===== src/rtl/reset_seq_pkg.sv =====
// reset_seq_pkg: shared state encoding and sizing helper for the reset sequencer.
package reset_seq_pkg;

    typedef enum logic [1:0] {IDLE, HOLD, RELEASE} rs_state_t;

    function automatic int max2(input int a, input int b);
        return (a > b) ? a : b;
    endfunction

endpackage


===== src/rtl/reset_sequencer.sv =====
// reset_sequencer: holds all domains in reset for a minimum pulse, then releases them
// one by one with a fixed stagger and pulses o_done when the last domain is released.
module reset_sequencer
    import reset_seq_pkg::*;
#(
    parameter int N_DOMAINS      = 4,
    parameter int ASSERT_CYCLES  = 16,
    parameter int STAGGER_CYCLES = 8
) (
    input  logic                 i_clk,
    input  logic                 i_rst_n,
    input  logic                 i_req,
    input  logic                 i_hold,
    output logic [N_DOMAINS-1:0] o_rst_n,
    output logic                 o_busy,
    output logic                 o_done
);

    localparam int CW = $clog2(max2(ASSERT_CYCLES, STAGGER_CYCLES) + 1);
    localparam int IW = (N_DOMAINS > 1) ? $clog2(N_DOMAINS) : 1;

    if (N_DOMAINS < 1) begin : g_bad_n
        $error("N_DOMAINS must be >= 1");
    end
    if (ASSERT_CYCLES < 1) begin : g_bad_assert
        $error("ASSERT_CYCLES must be >= 1");
    end
    if (STAGGER_CYCLES < 1) begin : g_bad_stagger
        $error("STAGGER_CYCLES must be >= 1");
    end

    rs_state_t            state, state_nxt;
    logic [CW-1:0]        cnt, cnt_nxt;
    logic [IW-1:0]        idx, idx_nxt;
    logic [N_DOMAINS-1:0] rst_nxt;
    logic                 busy_nxt, done_nxt;
    logic                 hold_hit, stag_hit, last, rel;

    assign hold_hit = cnt == CW'(ASSERT_CYCLES - 1);
    assign stag_hit = cnt == CW'(STAGGER_CYCLES - 1);
    assign last     = idx == IW'(N_DOMAINS - 1);
    // a request always beats a pending release, so the last domain cannot be let go under it
    assign rel      = (state == RELEASE) && stag_hit && !i_req;

    always_ff @(posedge i_clk) begin
        if (!i_rst_n) begin
            state   <= HOLD;
            cnt     <= '0;
            idx     <= '0;
            o_rst_n <= '0;
            o_busy  <= 1'b1;
            o_done  <= 1'b0;
        end else begin
            state   <= state_nxt;
            cnt     <= cnt_nxt;
            idx     <= idx_nxt;
            o_rst_n <= rst_nxt;
            o_busy  <= busy_nxt;
            o_done  <= done_nxt;
        end
    end

    always_comb begin
        state_nxt = state;
        cnt_nxt   = cnt;
        idx_nxt   = idx;
        if (i_req) begin
            state_nxt = HOLD;
            cnt_nxt   = '0;
            idx_nxt   = '0;
        end else if (state == HOLD) begin
            if (i_hold) begin
                cnt_nxt = hold_hit ? cnt : cnt + CW'(1);
            end else if (hold_hit) begin
                state_nxt = RELEASE;
                cnt_nxt   = '0;
                idx_nxt   = '0;
            end else begin
                cnt_nxt = cnt + CW'(1);
            end
        end else if (state == RELEASE) begin
            if (stag_hit) begin
                state_nxt = last ? IDLE : RELEASE;
                cnt_nxt   = '0;
                idx_nxt   = last ? '0 : idx + IW'(1);
            end else begin
                cnt_nxt = cnt + CW'(1);
            end
        end
    end

    always_comb begin
        rst_nxt  = (state_nxt == HOLD) ? '0
                 : rel ? (o_rst_n | (N_DOMAINS'(1) << idx))
                 : o_rst_n;
        busy_nxt = state_nxt != IDLE;
        done_nxt = rel && last;
    end

endmodule


===== config.mk =====
export PLATFORM = sky130hd
export DESIGN_NAME = reset_sequencer
export DESIGN_NICKNAME = d
export VERILOG_FILES = /design/src/rtl/reset_seq_pkg.sv /design/src/rtl/reset_sequencer.sv
export SDC_FILE = /design/constraint.sdc
export NUM_CORES = 1
export LEC_CHECK = 0
export ABC_AREA = 1
export CORE_MARGIN = 3
export CORE_UTILIZATION = 35
export CTS_CLUSTER_DIAMETER = 120
export DETAILED_ROUTE_END_ITERATION = 16
export HOLD_SLACK_MARGIN = 0.08
export PLACE_DENSITY = 0.54
export RECOVER_POWER = 50
export SLEW_MARGIN = 25
export SYNTH_ARGS = -nofsm -noshare
export SYNTH_HDL_FRONTEND = slang
export SYNTH_SLANG_ARGS = --single-unit

===== constraint.sdc =====
create_clock -name i_clk -period 2.1 [get_ports i_clk]
set_clock_uncertainty 0.1 [all_clocks]
set_input_delay 0.42 -clock i_clk [delete_from_list [all_inputs] [get_ports i_clk]]
set_output_delay 0.42 -clock i_clk [all_outputs]
set_load 0.01 [all_outputs]

==> results of run 1 <==
==> sequential cells by signal, summed over array words and instances, names as in the netlist <==
register / cells
state: 2
idx: 2
o_busy: 1
o_done: 1
o_rst_n: 4
cnt: 5
==> placed cells by master (no fill, tap or decap) <==
master,Yosys,layout
sky130_fd_sc_hd__clkdlybuf4s50_1,0,3
sky130_fd_sc_hd__a21oi_1,8,8
sky130_fd_sc_hd__xor2_1,1,1
sky130_fd_sc_hd__nand3_2,1,1
sky130_fd_sc_hd__clkbuf_4,0,3
sky130_fd_sc_hd__dfxtp_1,15,15
sky130_fd_sc_hd__dlygate4sd3_1,0,6
sky130_fd_sc_hd__ha_1,7,7
sky130_fd_sc_hd__nor2_2,1,1
sky130_fd_sc_hd__nand4_1,5,5
sky130_fd_sc_hd__o31ai_2,0,1
sky130_fd_sc_hd__nor3_2,1,1
sky130_fd_sc_hd__nor3_4,1,1
sky130_fd_sc_hd__nand2_4,2,2
sky130_fd_sc_hd__nand2_1,19,21
sky130_fd_sc_hd__buf_4,0,1
sky130_fd_sc_hd__nor2_1,11,11
sky130_fd_sc_hd__o21ai_2,1,1
sky130_fd_sc_hd__inv_2,4,4
sky130_fd_sc_hd__nand3_1,6,6
sky130_fd_sc_hd__a21oi_2,1,1
sky130_fd_sc_hd__clkbuf_1,0,1
sky130_fd_sc_hd__inv_1,19,19
sky130_fd_sc_hd__nand2_2,6,4
sky130_fd_sc_hd__o21bai_1,1,1
==> layer usage <==
layer,global-route usage [%],share of wire [%]
met5,0,0
met3,3.27,3.0
met1,18.5,52
met4,6.22,1.5
met2,19.9,43
==> power groups by stage <==
stage	Clock (W)	Sequential, W	Combinational [W]
after floorplan	0	0.000294	0.0000113
after detailed placement	0	0.000294	0.0000220
final	0.000175	0.000287	0.0000217
after CTS	0.000182	0.000287	0.0000221
after global placement	0	0.000294	0.0000218
after global routing	0.000188	0.000288	0.0000241
==> worst max path at each step <==
stage	from	to	slack [ps]
2_1_floorplan	cnt[1]	cnt[1]	410
3_5_place_dp	cnt[1]	cnt[1]	200
5_1_grt	cnt[1]	idx[1]	50
3_3_place_gp	cnt[1]	cnt[1]	250
6_report	cnt[1]	cnt[1]	240
4_1_cts	cnt[1]	cnt[1]	170
==> logic make-up after synthesis <==
family | Yosys count | synth area share (%)
buffers and inverters | 23 | 10.4
AND/OR/NAND/NOR | 53 | 33.2
adder cells (fa/ha/maj) | 7 | 10.5
AO/OA/AOI/OAI | 12 | 8.72
XOR/XNOR | 1 | 1.05
flip-flops | 15 | 36.1
==> worst max-delay path: stages (launching register included) <==
cell	delay (ps)
sky130_fd_sc_hd__dfxtp_1	370
sky130_fd_sc_hd__ha_1	190
sky130_fd_sc_hd__nand2_2	100
sky130_fd_sc_hd__nor2_2	130
sky130_fd_sc_hd__ha_1	200
sky130_fd_sc_hd__inv_2	70
sky130_fd_sc_hd__o21ai_2	220
sky130_fd_sc_hd__nand2_4	130
sky130_fd_sc_hd__nand2_2	100
sky130_fd_sc_hd__nand2_2	80
sky130_fd_sc_hd__nor3_2	100
==> cells in the mapped netlist <==
cell type | number | area, sq um
sky130_fd_sc_hd__o21bai_1 | 1 | 7.51
sky130_fd_sc_hd__nor2_1 | 11 | 41.3
sky130_fd_sc_hd__nand3_1 | 6 | 30.0
sky130_fd_sc_hd__dfxtp_1 | 15 | 300
sky130_fd_sc_hd__inv_2 | 4 | 15.0
sky130_fd_sc_hd__a21oi_2 | 1 | 8.76
sky130_fd_sc_hd__nand2_2 | 6 | 37.5
sky130_fd_sc_hd__ha_1 | 7 | 87.6
sky130_fd_sc_hd__o21ai_2 | 1 | 8.76
sky130_fd_sc_hd__nor2_2 | 1 | 6.26
sky130_fd_sc_hd__nand2_1 | 19 | 71.3
sky130_fd_sc_hd__a21oi_1 | 8 | 40.0
sky130_fd_sc_hd__nand4_1 | 5 | 31.3
sky130_fd_sc_hd__xor2_1 | 1 | 8.76
sky130_fd_sc_hd__o31ai_1 | 1 | 7.51
sky130_fd_sc_hd__inv_1 | 19 | 71.3
sky130_fd_sc_hd__nor3_2 | 1 | 10.0
sky130_fd_sc_hd__nand3_2 | 1 | 10.0
sky130_fd_sc_hd__nor3_4 | 1 | 16.3
sky130_fd_sc_hd__nand2_4 | 2 | 22.5
==> per-stage QoR <==
step | cell area (sq um) | cells | hold slack, ps
3_3_place_gp | 965 | 149 | 396
6_report | 991 | 153 | 417
2_1_floorplan | 832 | 111 | 378
3_5_place_dp | 965 | 149 | 409
4_1_cts | 991 | 153 | 426
5_1_grt | 991 | 153 | 456
==> final cells by class <==
class	instances	area [sq um]
inverters	23	86.3
fillers	245	1240
flip-flops and latches	15	300
clock buffers	4	26.3
well taps	28	35.0
multi-input cells	73	445
repair buffers	10	97.6
==> Implementation_results.wiki, run 1 <==
{| class="wikitable"
! Metric !! Value
|-
| Transition time at the pin with the least slew margin || 396 ps
|-
| Root buf cell || sky130_fd_sc_hd__clkbuf_4
|-
| Startpoint type of the worst setup path || flip-flop
|-
| Mean instance size in the synthesized netlist || 7.50 sq um
|-
| Initial detailed-routing violation count || 11
|-
| Part of the total power dissipated in combinational logic || 4.5%
|-
| Switching part of the total power || 23.5%
|-
| Number of H-tree branching levels || 1
|-
| GR Util All Layers || 13.6%
|-
| Buffers inserted by post-CTS timing repair || 0
|-
| Inserted Clock Buffers || 3
|-
| Status || finished clean
|-
| Hold Crit Start || o_rst_n[2]
|-
| End of the worst register-to-register path || cnt[1]
|-
| Cell depth of the worst min-delay path || 4
|-
| Clock-pin slew of the registers on the worst-case setup and hold paths || 100 ps
|-
| Number of top-level pins || 10
|-
| Register-to-register setup slack || 240 ps
|-
| Die footprint || 3000 sq um
|-
| Arrival time at the worst endpoint || 1990 ps
|-
| Clock power frac || 36.1%
|-
| Initial Utilization || 37.3%
|-
| Sequential power share || 59.4%
|-
| Layout overhead on the synthesized area || 19.1%
|-
| Category of the critical setup timing path || reg2reg
|-
| Static Leak || 0.416 nW
|-
| Vias after detailed routing || 710
|-
| Maximum buffer depth of the clock tree || 2
|-
| Headroom to the max-slew limit || 73.5%
|-
| Mapped Area || 832 sq um
|-
| Pin count of the biggest net entering global routing || 11
|-
| Critical path required time || 2230 ps
|-
| Post-detailed-route DRC marker count || 0
|-
| Height of the chip || 54.8 um
|-
| Accumulated negative setup slack || 0 ps
|-
| Highest net fanout along the worst path || 10
|-
| Average via count per standard cell || 4.64
|-
| Number of failing setup endpoints in the final timing report || 0
|-
| RSZ-0062 raised after global routing || no
|-
| Number of buffers added on ports || 9
|-
| Fraction of the cycle the final worst path needs || 88.7%
|-
| Detailed-router iteration count before antenna repair || 4
|-
| HPWL after detailed placement || 1.28 mm
|-
| Number of antenna repair diodes || 0
|-
| Number of buffers inserted by hold repair at cts || 0
|-
| Avg WL per Cell || 10.4 um
|-
| Internal Pwr Total || 0.000370 W
|-
| Number of maximum-capacitance constraint violations || 0
|-
| Global route overflow || 0
|-
| Wire length of the first global-routing pass || 2.90 mm
|-
| Hold endpoint || o_rst_n[2]
|-
| Insertion delay of the later-clocked pin in the worst-skew pair || 290 ps
|-
| Distinct cell type count after synthesis || 20
|-
| Final core utilization || 44.4%
|-
| Source of the worst register-to-register timing path || cnt[1]
|-
| Least setup slack across all paths after layout || 236 ps
|-
| Slew Limit Fails || 0
|-
| Post-DRT Antenna Nets || 0
|-
| Post-place setup slack || 204 ps
|-
| Initial antenna violation count || 0
|-
| Post-layout power || 0.000484 W
|-
| Seq/Total Area, Yosys || 36.1%
|-
| Synth warnings || 0
|-
| Horiz. Die Dim || 54.8 um
|-
| Highest clock frequency the design can meet || 537 MHz
|-
| Hold violation total from the final report || 0
|-
| Number of register bits inferred by synthesis || 15
|-
| Clock sink total || 15
|-
| Hold WC Path Type || reg2reg
|-
| Area of the placeable core || 2230 sq um
|-
| Net count after synthesis || 122
|-
| Tmin final || 1860 ps
|-
| CTS tree || done
|-
| Number of cells produced by synthesis || 111
|-
| Weighted congestion reported at the end of routability-driven placement || 0.729
|-
| Layout Nets || 137
|-
| Power per unit of standard cell area || 488 nW/um^2
|-
| Via count of the first global-routing pass || 674
|-
| Critical path endpoint category || flip-flop
|-
| Routed Wire Length || 1.59 mm
|-
| P_sw || 0.000114 W
|-
| Worst reg2reg path depth || 10
|-
| Maximum vdd drop || 0.259 mV
|-
| Ratio of cells with drive above 1 in the final layout || 16.8%
|-
| Number of rows in the core area || 17
|-
| Post-CTS Resized || 0
|}
Power figures use the tool's default switching activity.
==> inputs of run 2 (changes only) <==
Settings changed: CORE_UTILIZATION 35 to 40, PLACE_DENSITY 0.54 to 0.63.
Clock period 2.1 ns to 1.6 ns, I/O delays scaled along.
==> Implementation_results.wiki, run 2 (synthesis results as in run 1) <==
{| class="wikitable"
! Metric !! Value
|-
| Status || finished with violations
|-
| Violated checks || setup timing
|-
| Hold WC Path Type || reg2reg
|-
| Worst stage delay on the critical path || 380 ps
|-
| Transition time at the pin with the least slew margin || 252 ps
|-
| Register-to-register setup slack || -60 ps
|-
| List of cells traversed by the critical path || ha_4 > nand2_4 > nor2_4 > ha_4 > inv_4 > o21ai_4 > nand2_4 > xor2_1 > nor2_1
|-
| Initial Utilization || 45.2%
|-
| CTS tree || done
|-
| Critical path launch point || cnt[0]
|-
| Layout Nets || 147
|-
| Maximum vdd drop || 0.562 mV
|-
| Number of antenna repair diodes || 0
|-
| Wire length of the first global-routing pass || 3.26 mm
|-
| Initial antenna violation count || 0
|-
| Horiz. Die Dim || 51.6 um
|-
| Master of the slowest instance on the critical path || sky130_fd_sc_hd__dfxtp_4
|-
| Average via count per standard cell || 4.85
|-
| Root buf cell || sky130_fd_sc_hd__clkbuf_4
|-
| Fraction of the cycle the final worst path needs || 104%
|-
| Hold Crit Start || o_rst_n[1]
|-
| Startpoint type of the worst setup path || flip-flop
|-
| Slew Limit Fails || 0
|-
| Critical path endpoint category || flip-flop
|-
| Post-placement cell area || 1060 sq um
|-
| HPWL after detailed placement || 1.41 mm
|-
| Number of top-level pins || 10
|-
| Source of the worst register-to-register timing path || cnt[0]
|-
| Highest clock frequency the design can meet || 601 MHz
|-
| Buffering stage count on the worst path with inverters included || 1
|-
| Critical path required time || 1680 ps
|-
| Category of the critical setup timing path || reg2reg
|-
| End of the worst register-to-register path || cnt[0]
|-
| Hold endpoint || o_rst_n[1]
|-
| Static Leak || 0.504 nW
|-
| Maximum buffer depth of the clock tree || 2
|-
| Via count of the first global-routing pass || 787
|-
| Vias after detailed routing || 776
|-
| Ratio of cells with drive above 1 in the final layout || 32.6%
|-
| Die footprint || 2660 sq um
|-
| Layout overhead on the synthesized area || 42.1%
|-
| Post-DRT Antenna Nets || 0
|-
| GR Util All Layers || 16.1%
|-
| Hold violation total from the final report || 0
|-
| Number of rows in the core area || 15
|-
| Inserted Clock Buffers || 3
|-
| Routed Wire Length || 1.92 mm
|-
| Max reg flops || 5
|-
| Insertion delay of the later-clocked pin in the worst-skew pair || 280 ps
|-
| Weighted congestion reported at the end of routability-driven placement || 0.792
|-
| Delay-heaviest family, CP || flip-flops
|-
| Pin count of the biggest net entering global routing || 10
|-
| RSZ-0062 raised after global routing || yes
|-
| Least setup slack across all paths after layout || -63.7 ps
|-
| Initial detailed-routing violation count || 11
|-
| Arrival time at the worst endpoint || 1740 ps
|-
| Post-layout power || 0.000637 W
|-
| Detailed-router iteration count before antenna repair || 4
|-
| Area of the placeable core || 1840 sq um
|-
| Number of buffers inserted by hold repair at cts || 0
|-
| Number of H-tree branching levels || 1
|-
| Number of failing setup endpoints in the final timing report || 5
|-
| Global route overflow || 0
|-
| Clock sink total || 15
|-
| Biggest register || cnt
|-
| Tmin final || 1660 ps
|-
| Highest net fanout along the worst path || 5
|-
| Headroom to the max-slew limit || 83.1%
|-
| Fin Hold WS || 431 ps
|-
| Number of maximum-capacitance constraint violations || 0
|-
| Cell depth of the worst min-delay path || 4
|-
| Number of buffers added on ports || 9
|-
| Highest-count cells in the layout ignoring fill and taps || 19 x sky130_fd_sc_hd__inv_1, 18 x sky130_fd_sc_hd__nand2_1, 13 x sky130_fd_sc_hd__dfxtp_1
|-
| Most frequent standard cell in the layout excluding fill and tap cells || sky130_fd_sc_hd__inv_1
|-
| Worst reg2reg path depth || 9
|-
| Post-route standard cell area excluding fillers || 1180 sq um
|-
| Post-detailed-route DRC marker count || 0
|-
| Clock-pin slew of the registers on the worst-case setup and hold paths || 90 ps
|-
| Regs by FF count || cnt x5, o_rst_n x4
|-
| Power per unit of standard cell area || 538 nW/um^2
|-
| Avg WL per Cell || 12.0 um
|-
| Height of the chip || 51.6 um
|}
==> run 2: where the power goes <==
part	internal [W]	switching (W)	leakage, nW	total, W
sequential	0.000375	0.00000279	0.122	0.000378
clock	0.0000927	0.000126	0.0177	0.000219
combinational	0.0000193	0.0000203	0.364	0.0000395
==> run 2: per-layer routing <==
layer  global-route usage [%]  wire, um  vias to the layer above
met1                     19.4       882                      370
met4                     5.24        13                        0
met5                        0         0                        -
met3                     2.58        40                        2
met2                     28.8       984                        7
li1                         -         -                      397
==> run 2: how the worst max path moves through the flow <==
stage                             to  slack (ps)  depth (start not counted)
final                         cnt[0]         -60                          9
after global routing          cnt[0]        -160                          9
after CTS                     cnt[1]         -40                          9
after detailed placement  o_rst_n[3]        -120                          8
after global placement        cnt[1]         -50                          7
after floorplan               cnt[1]           6                         10
==> run 2: what timing repair did <==
action	in CTS	in global routing
gates cloned	1	0
pin swaps	8	8
gates resized for setup	6	14
setup buffers	1	0
endpoints found under the setup margin	13	15
==> run 2: worst min-delay path, stage by stage (launching register included) <==
cell and delay (ps):
sky130_fd_sc_hd__dfxtp_1 320, sky130_fd_sc_hd__inv_1 40, sky130_fd_sc_hd__nand2_1 50, sky130_fd_sc_hd__inv_1 60
sky130_fd_sc_hd__a21oi_2 30
==> run 2: stage by stage <==
step / worst slack, ps / cells / TNS [ps] / util [%]
5_1_grt: -157 / 160 / -1040 / 64.3
3_3_place_gp: -53.0 / 154 / -296 / 57.8
4_1_cts: -36.4 / 160 / -107 / 61.9
3_5_place_dp: -121 / 154 / -976 / 57.8
6_report: -63.7 / 160 / -120 / 64.3
2_1_floorplan: 6.48 / 111 / 0 / -
==> run 2: area by class of cell <==
type	instances	area, sq um
flip-flops and latches	15	305
fillers	182	657
well taps	25	31.3
repair buffers	19	168
multi-input cells	74	562
inverters	23	88.8
clock inverters	1	5.00
clock buffers	3	22.5
==> inputs of run 3 (changes only) <==
Settings changed: CORE_ASPECT_RATIO from default to 0.7, CTS_CLUSTER_DIAMETER 120 to 200.
==> Implementation_results.wiki, run 3 (synthesis results as in run 1) <==
{| class="wikitable"
! Metric !! Value
|-
| Static Leak || 0.514 nW
|-
| Post-place setup slack || -94.9 ps
|-
| Clock-pin slew of the registers on the worst-case setup and hold paths || 90 ps
|-
| Number of maximum-capacitance constraint violations || 0
|-
| Fraction of the cycle the final worst path needs || 101%
|-
| Avg WL per Cell || 12.8 um
|-
| Fillcell total || 171
|-
| Startpoint type of the worst setup path || flip-flop
|-
| Cell depth of the worst min-delay path || 4
|-
| Number of antenna repair diodes || 0
|-
| CTS tree || done
|-
| Initial detailed-routing violation count || 20
|-
| Number of top-level pins || 10
|-
| Detailed-router iteration count before antenna repair || 4
|-
| Number of failing setup endpoints in the final timing report || 2
|-
| Number of buffers inserted by hold repair at cts || 0
|-
| Critical path required time || 1720 ps
|-
| Maximum vdd drop || 0.413 mV
|-
| Number of rows in the core area || 13
|-
| Transition time at the pin with the least slew margin || 265 ps
|-
| Tmin final || 1610 ps
|-
| Regs by FF count || cnt x5, o_rst_n x4
|-
| Initial antenna violation count || 0
|-
| Final core utilization || 62.5%
|-
| Violated checks || setup timing
|-
| Least setup slack across all paths after layout || -8.13 ps
|-
| Highest net fanout along the worst path || 5
|-
| End of the worst register-to-register path || cnt[1]
|-
| Horiz. Die Dim || 60.5 um
|-
| Highest clock frequency the design can meet || 622 MHz
|-
| Wire length of the first global-routing pass || 3.21 mm
|-
| Number of H-tree branching levels || 1
|-
| Hold violation total from the final report || 0
|-
| Via count of the first global-routing pass || 675
|-
| Routed Wire Length || 2.05 mm
|-
| Slew Limit Fails || 0
|-
| Status || finished with violations
|-
| Register-to-register setup slack || -8 ps
|-
| Inserted Clock Buffers || 3
|-
| Vias after detailed routing || 775
|-
| Hold Crit Start || o_rst_n[0]
|-
| Layout overhead on the synthesized area || 44.2%
|-
| Critical path endpoint category || flip-flop
|-
| Ratio of cells with drive above 1 in the final layout || 34.1%
|-
| Worst reg2reg path depth || 10
|-
| Height of the chip || 44.2 um
|-
| Arrival time at the worst endpoint || 1730 ps
|-
| Headroom to the max-slew limit || 82.3%
|-
| Layout Nets || 150
|-
| RSZ-0062 raised after global routing || yes
|-
| Weighted congestion reported at the end of routability-driven placement || 0.748
|-
| Global route overflow || 0
|-
| Source of the worst register-to-register timing path || cnt[1]
|-
| Die footprint || 2670 sq um
|-
| Maximum buffer depth of the clock tree || 2
|-
| Post-detailed-route DRC marker count || 0
|-
| Number of buffers added on ports || 9
|-
| HPWL after detailed placement || 1.45 mm
|-
| Hold WC Path Type || reg2reg
|-
| Hold endpoint || o_rst_n[0]
|-
| Root buf cell || sky130_fd_sc_hd__clkbuf_4
|-
| Highest-count cells in the layout ignoring fill and taps || 19 x sky130_fd_sc_hd__inv_1, 17 x sky130_fd_sc_hd__nand2_1, 13 x sky130_fd_sc_hd__dfxtp_1, 13 x sky130_fd_sc_hd__buf_4, 10 x sky130_fd_sc_hd__nor2_1
|-
| Most frequent standard cell in the layout excluding fill and tap cells || sky130_fd_sc_hd__inv_1
|-
| Biggest register || cnt
|-
| Pin count of the biggest net entering global routing || 9
|-
| Average via count per standard cell || 4.84
|-
| Initial Utilization || 43.4%
|-
| GR Util All Layers || 16.6%
|-
| Category of the critical setup timing path || reg2reg
|-
| Max reg flops || 5
|-
| Power per unit of standard cell area || 536 nW/um^2
|-
| Clock sink total || 15
|-
| Area of the placeable core || 1920 sq um
|-
| Insertion delay of the later-clocked pin in the worst-skew pair || 290 ps
|-
| Post-DRT Antenna Nets || 0
|}
[run 3: per-stage QoR]
step | power (W) | instance area, sq um | instances | setup TNS, ps | hold WS [ps]
floorplan | 0.000403 | 873 | 111 | 0 | 381
global placement | 0.000421 | 1060 | 151 | -153 | 397
detailed placement | 0.000421 | 1060 | 151 | -664 | 397
CTS | 0.000645 | 1150 | 159 | 0 | 414
global route | 0.000670 | 1200 | 160 | -652 | 463
finish | 0.000643 | 1200 | 160 | -16.1 | 421
[run 3: worst max path at each step]
stage | from | endpoint | slack [ps] | cells past startpoint
2_1_floorplan | cnt[0] | cnt[1] | 6 | 10
3_3_place_gp | i_hold | cnt[1] | -40 | 7
3_5_place_dp | cnt[0] | o_rst_n[3] | -90 | 8
4_1_cts | cnt[1] | idx[1] | 3 | 11
5_1_grt | cnt[1] | cnt[4] | -110 | 9
6_report | cnt[1] | cnt[1] | -8 | 10
[run 3: layer usage]
layer | part of all wire, % | track usage [%] | vias to the layer above
met2 | 46 | 22.8 | 15
met1 | 48 | 24.4 | 354
met3 | 5.4 | 6.12 | 2
met5 | 0 | 0 | -
li1 | - | - | 404
met4 | 0.49 | 3.90 | 0
[run 3: timing repair]
item,4_1_cts,5_1_grt
setup buffers,3,1
pin swaps,6,8
cloned,1,0
gates resized for setup,8,14
endpoints found under the setup margin,13,15
[run 3: final cells by class]
class / count / area, sq um / share of cell area, %
multi-input combinational: 74 / 568 / 47.3
sequential: 15 / 303 / 25.2
timing repair buffer: 22 / 186 / 15.5
inverter: 23 / 88.8 / 7.40
tap: 22 / 27.5 / 2.29
clock buffer: 4 / 26.3 / 2.19
[run 3: where the power goes]
| group | switching, W | total (W) | internal, W |
|---|---|---|---|
| Clock | 0.000127 | 0.000224 | 0.0000970 |
| Combinational | 0.0000205 | 0.0000406 | 0.0000201 |
| Sequential | 0.00000249 | 0.000378 | 0.000376 |
| Total | 0.000150 | 0.000643 | 0.000493 |
[run 3: critical path, stage by stage, from the launching register on]
cell and delay [ps]:
sky130_fd_sc_hd__dfxtp_2 360, sky130_fd_sc_hd__ha_4 140, sky130_fd_sc_hd__nand2_4 60, sky130_fd_sc_hd__nor2_4 110, sky130_fd_sc_hd__ha_4 160, sky130_fd_sc_hd__inv_4 50, sky130_fd_sc_hd__o21ai_4 200, sky130_fd_sc_hd__nand2_4 110
sky130_fd_sc_hd__nand2_4 90, sky130_fd_sc_hd__nand2_4 60, sky130_fd_sc_hd__nor3_2 100
